--- src/rtl/alu_seq.sv ---
// rtl/alu_seq.sv - WIDTH-bit handshaked multi-cycle ALU with registered results and status flags
// Non-MUL ops complete at the accept edge; MUL runs a WIDTH-step shift-add, then loads the result.
module alu_seq #(
   parameter int WIDTH = 8,
   localparam int CNT_W = $clog2(WIDTH) + 1
) (
   input  logic             clk,
   input  logic             rst_n,
   input  logic             in_valid,
   output logic             in_ready,
   input  logic [WIDTH-1:0] a,
   input  logic [WIDTH-1:0] b,
   input  logic             cin,
   input  logic [2:0]       sel,
   output logic             out_valid,
   input  logic             out_ready,
   output logic [WIDTH-1:0] y,
   output logic [WIDTH-1:0] y_hi,
   output logic             cout,
   output logic             ovf,
   output logic             zero
);

   typedef enum logic [1:0] {S_IDLE, S_MUL, S_DONE} state_t;

   localparam logic [2:0] OP_ADD = 3'b000;
   localparam logic [2:0] OP_SUB = 3'b001;
   localparam logic [2:0] OP_MUL = 3'b010;
   localparam logic [2:0] OP_NOT = 3'b011;
   localparam logic [2:0] OP_AND = 3'b100;
   localparam logic [2:0] OP_OR  = 3'b101;
   localparam logic [2:0] OP_XOR = 3'b110;

   state_t             state;
   logic [CNT_W-1:0]   cnt;
   logic [WIDTH-1:0]   mcand;
   logic [WIDTH-1:0]   mplier;
   logic [2*WIDTH-1:0] prod;

   logic [WIDTH-1:0]   b_eff;
   logic [WIDTH:0]     add_sum;
   logic               add_ovf;
   logic               is_arith;
   logic [WIDTH-1:0]   res;
   logic [WIDTH:0]     step_sum;

   always_comb begin
      b_eff    = (sel == OP_SUB) ? ~b : b;
      add_sum  = {1'b0, a} + {1'b0, b_eff} + {{WIDTH{1'b0}}, cin};
      add_ovf  = (a[WIDTH-1] == b_eff[WIDTH-1]) && (add_sum[WIDTH-1] != a[WIDTH-1]);
      is_arith = (sel == OP_ADD) || (sel == OP_SUB);
      case (sel)
         OP_ADD, OP_SUB: res = add_sum[WIDTH-1:0];
         OP_NOT:         res = ~a;
         OP_AND:         res = a & b;
         OP_OR:          res = a | b;
         OP_XOR:         res = a ^ b;
         OP_MUL:         res = '0;
         default:        res = ~(a ^ b);
      endcase
   end

   // Add-then-shift: the carry out of the high half becomes the new product MSB.
   always_comb begin
      step_sum = {1'b0, prod[2*WIDTH-1:WIDTH]} + (mplier[0] ? {1'b0, mcand} : '0);
   end

   always_ff @(posedge clk or negedge rst_n) begin
      if (!rst_n) begin
         state     <= S_IDLE;
         in_ready  <= 1'b0;
         out_valid <= 1'b0;
         y         <= '0;
         y_hi      <= '0;
         cout      <= 1'b0;
         ovf       <= 1'b0;
         zero      <= 1'b0;
         cnt       <= '0;
         mcand     <= '0;
         mplier    <= '0;
         prod      <= '0;
      end else begin
         case (state)
            S_IDLE: begin
               if (in_ready && in_valid) begin
                  in_ready <= 1'b0;
                  if (sel == OP_MUL) begin
                     mcand  <= a;
                     mplier <= b;
                     prod   <= '0;
                     cnt    <= '0;
                     state  <= S_MUL;
                  end else begin
                     y         <= res;
                     y_hi      <= '0;
                     cout      <= is_arith & add_sum[WIDTH];
                     ovf       <= is_arith & add_ovf;
                     zero      <= (res == '0);
                     out_valid <= 1'b1;
                     state     <= S_DONE;
                  end
               end else begin
                  in_ready <= 1'b1;
               end
            end
            S_MUL: begin
               if (cnt == CNT_W'(WIDTH)) begin
                  y         <= prod[WIDTH-1:0];
                  y_hi      <= prod[2*WIDTH-1:WIDTH];
                  cout      <= 1'b0;
                  ovf       <= 1'b0;
                  zero      <= (prod == '0);
                  out_valid <= 1'b1;
                  state     <= S_DONE;
               end else begin
                  prod   <= {step_sum, prod[WIDTH-1:1]};
                  mplier <= mplier >> 1;
                  cnt    <= cnt + 1'b1;
               end
            end
            S_DONE: begin
               if (out_ready) begin
                  out_valid <= 1'b0;
                  in_ready  <= 1'b1;
                  state     <= S_IDLE;
               end
            end
            default: state <= S_IDLE;
         endcase
      end
   end

endmodule

--- config.mk ---
export PLATFORM = sky130hd
export DESIGN_NAME = alu_seq
export DESIGN_NICKNAME = d
export VERILOG_FILES = /design/src/rtl/alu_seq.sv
export SDC_FILE = /design/constraint.sdc
export NUM_CORES = 1
export LEC_CHECK = 0
export ABC_AREA = 1
export ABC_CLOCK_PERIOD_IN_PS = 2600
export BUFFER_PORTS_ARGS = -buffer_cell sky130_fd_sc_hd__buf_2
export CAP_MARGIN = 10
export CORE_ASPECT_RATIO = 1.75
export CORE_MARGIN = 2
export CORE_UTILIZATION = 30
export DETAILED_ROUTE_END_ITERATION = 8
export PLACE_DENSITY = 0.42
export SETUP_SLACK_MARGIN = 0.05
export SYNTH_ARGS = -nofsm -noshare
export SYNTH_HDL_FRONTEND = slang
export SYNTH_SLANG_ARGS = --single-unit
export TNS_END_PERCENT = 5
--- constraint.sdc ---
create_clock -name clk -period 2.6 [get_ports clk]
set_input_delay 0.52 -clock clk [delete_from_list [all_inputs] [get_ports clk]]
set_output_delay 0.52 -clock clk [all_outputs]
set_load 0.02 [all_outputs]
==> metrics.md <==
| Metric | Value |
|---|---|
| Met1 Track Usage GR | 0.185 |
| Reg power frac | 0.337 |
| Boundary pin count | 45 |
| Crit Reg-Reg Startpoint | mplier[0]$_DFFE_PN0P_ |
| Tot GR Track Use | 0.171 |
| WHS | 209 ps |
| Vias post-DR | 3,712 |
| Number of antenna violations at the first check in global routing | 0 |
| Max VDD drop | 0.262 mV |
| Total wire length after detailed routing | 11.7 mm |
| Cell Area, Synth | 0.00405 sq mm |
| Post-layout instance count excluding filler cells | 793 |
| Sequential element share of the synthesized area | 0.364 |
| Global-route met2 utilization | 0.316 |
| FF+latch area | 0.00148 sq mm |
| Multi-input combinational cell area | 0.00217 sq mm |
| Net total in the final layout | 675 |
| Root cell of the clock tree | clkbuf_16 |
| Ratio of routed vias to standard cells | 4.68 |
| PortBufs | 44 |
| Combinational power share | 0.383 |
| Maximum number of buffers from clock root to sink | 2 |
| Number of clock buffers inserted by TritonCTS | 9 |
| Power spent charging and discharging nets | 1.64 mW |
| Area of the placeable core | 0.0133 sq mm |
| Flop2flop setup slack | 330 ps |
| Drt first pass iters | 5 |
| Clock slew at the register clock pins of the worst setup and hold paths | 50 ps |
| Yosys warning total | 0 |
| Internal power | 2.56 mW |
| Crit. Startpoint | sel[1] |
| Result of the run | finished, final reports clean |
| Met3 Usage GRT | 0.0286 |
| Total negative slack | 0 ps |
| Placed Area | 0.00462 sq mm |
| Period utilisation layout | 0.911 |
| Gp weighted congestion | 0.839 |
| Ordered cell list for the critical path | buf_2, nor2_4, nand2_4, xor2_2, fa_2, inv_2, fa_2, nand2_1, nand3_1, nand2_1, nor3_2, nand2_1, nor2_1, nand3_1, nor2_1, nor2_1, nor2_1 |
| Overflow after GRT | 0 |
| Largest clock skew in the final design | 6.57 ps |
| Reg2reg path depth | 16 |
| Total half-perimeter wirelength after legalization and detailed placement | 9.41 mm |
| Overall die area | 0.0145 sq mm |
| Number of enable-type register cells in the synthesized netlist | 0 |
| Maximum Capacitance Violations | 0 |
| CP Data Required Time | 2860 ps |
| Net count after synthesis | 610 |
| Type of the worst min-delay path | input pin to async pin |
| Detail Route Antenna Nets | 0 |
| Leading post-synthesis cells by instance count | 142 x nand2_1, 85 x inv_1, 59 x dfrtp_1, 50 x nor2_1, 48 x o21ai_0 |
| Max Slew Vio Count | 0 |
| Width of the die | 91.9 um |
| Final Instance Area | 0.00491 sq mm |
| TritonCTS clock tree | done |
| CTS hold repair buffers | 0 |
| Arrival time of the worst setup path | 2630 ps |
| Vias in the first global route | 3,719 |
| Average instance area after synthesis | 7.37 sq um |
| Critical setup path kind | input pin to flop |
| Startpoint type of the worst setup path | input pin |
| Worst-path maximum fanout | 3 |
| Distinct cells, synth | 36 |
| Cell type contributing the most total cell area after synthesis | dfrtp_1 |
| Number of fillers in the final layout | 1,486 |
| Maximum clock rate | 422 MHz |
| Finish-stage setup viols | 0 |
| Hold violation total from the final report | 0 |
| Clock power frac | 0.280 |
| Time the final worst path needs with I/O delays and setup | 2370 ps |
| Pin count of the biggest net entering global routing | 28 |
| Initial standard-cell utilization of the core | 0.305 |
| FF+latch count, synth | 59 |
| GR peak layer | met2 |
| Top-count cell post-synth | nand2_1 |
| Post-detailed-route DRC marker count | 0 |
| Share of synthesized registers carrying an async set or reset | 1.00 |
| Fraction of final layout cells with drive strength greater than 1 | 0.174 |
| Top FF cell, synth | dfrtp_1 |
| Maximum cell stage delay along the critical path | 360 ps |
| Yosys top cell area share | 0.364 |
| Net switching fraction of the power | 0.391 |
| Clock latency on the worst-skew pair | 330 ps |
| Endpoint of the lowest-slack register-to-register path | prod[15]$_DFFE_PN0P_ |
| Clock H-tree levels | 3 |
| RSZ-0062 raised after global routing | yes |
| Overall die height | 158 um |
| Iteration-0 DRC count of the detailed router | 182 |
| Kind of capture point of the worst setup path | flop |
| Diode count | 0 |
| Power density cells | 855 mW/mm^2 |
| Placed insts | 778 |
| Standard-cell rows | 56 |
| Leak Pwr | 2.60 nW |
| Worst-Margin Slew | 651 ps |
| WL/cell | 14.7 um |
| Synth top area cells | dfrtp_1 36%, nand2_1 13%, ha_1 10%, inv_1 7.9%, o21ai_0 5.9% |
| Cell occurring most often along the worst timing path | nor2_1 |
| Syn Inst Count | 550 |
| Synth-to-layout area growth | 21.1% |
| Clk sink count | 59 |
| Worst-case headroom to the max-slew limit | 0.566 |
| Crit-path slowest cell | fa_2 |
| Global-route wire length before repair | 19.1 mm |
-- worst max-delay path: cells and delay by family --
kind / cells / cell delay (ps)
xor gates and xnor gates: 1 / 180
adders and majority gates: 2 / 550
buffers and inverters: 2 / 190
and+or+nand+nor: 12 / 1200
-- cells in the final DEF, fill, tap and decap left out, types with 2 or more instances in the layout --
cell type  instances
or2_2              2
nor2_1            50
clkbuf_16          9
nand3_2            2
or2_1              2
nand3_1           30
a21oi_1           18
buf_4             25
nor3_2             3
inv_2              4
nand2_4            2
a31oi_1            2
inv_1             84
o31ai_1            2
o22ai_1            5
o211ai_1           9
ha_1              33
nand2_1          141
buf_2             44
nand4_1           13
dfrtp_1           59
xor2_1             7
fa_2               2
o21ai_0           47
nor2_2             2
nor2_4             3
nor3_1             2
-- stage by stage --
stage	setup WS, ps	util	total power [mW]
after floorplan	-112	-	2.54
after global placement	-184	0.347	3.05
after detailed placement	-222	0.347	3.07
after CTS	130	0.369	4.27
after global routing	6.95	0.369	4.55
final	232	0.369	4.20
-- what timing repair did --
item                       4_1_cts  5_1_grt
gates resized for setup          0        1
setup endpoints to repair        0        5
setup buffers                    0        0
-- state kept, by name (all words and copies together), names as in the netlist --
| name | count |
|---|---|
| cout | 1 |
| state | 2 |
| in_ready | 1 |
| out_valid | 1 |
| prod | 16 |
| zero | 1 |
| cnt | 4 |
| mcand | 8 |
| y_hi | 8 |
| ovf | 1 |
| mplier | 8 |
| y | 8 |
-- routing by layer --
| metal | share of wire | up-vias |
|---|---|---|
| met2 | 0.54 | 85 |
| met1 | 0.40 | 1712 |
| met3 | 0.032 | 24 |
| met4 | 0.035 | 0 |
| met5 | 0 | - |
| li1 | - | 1891 |
-- layout make-up --
type,instances,area share
Clock buffer,11,0.0494
Sequential cell,59,0.301
Multi-Input combinational cell,386,0.443
Clock inverter,4,0.0104
Inverter,90,0.0693
Timing Repair Buffer,69,0.0831
Tap cell,174,0.0443
-- logic make-up (layout without fill, tap and decap cells) --
logic type,count (synthesis),count (layout),synth area share
DFF,59,59,0.364
buffers and inverters,105,174,0.106
xor gates and xnor gates,8,8,0.0173
AOI/OAI and AO/OA,88,88,0.124
and+or+nand+nor,254,254,0.272
adders and majority gates,36,36,0.117
-- power by group through the flow --
stage	registers [mW]	logic (mW)	clock network, mW
floorplan	1.50	1.03	0
global placement	1.42	1.62	0
detailed placement	1.43	1.63	0
CTS	1.42	1.64	1.20
global route	1.46	1.84	1.25
finish	1.42	1.61	1.17
-- worst max path at each step --
| stage | end | slack, ps | depth (start not counted) |
|---|---|---|---|
| final | zero$_DFFE_PN0P_ | 230 | 17 |
| after global routing | zero$_DFFE_PN0P_ | 7 | 17 |
| after CTS | y[2]$_DFFE_PN0P_ | 130 | 14 |
| after detailed placement | y[2]$_DFFE_PN0P_ | -220 | 14 |
| after global placement | y[2]$_DFFE_PN0P_ | -180 | 14 |
| after floorplan | zero$_DFFE_PN0P_ | -110 | 16 |
No activity file was read; power rests on OpenSTA's default activity.
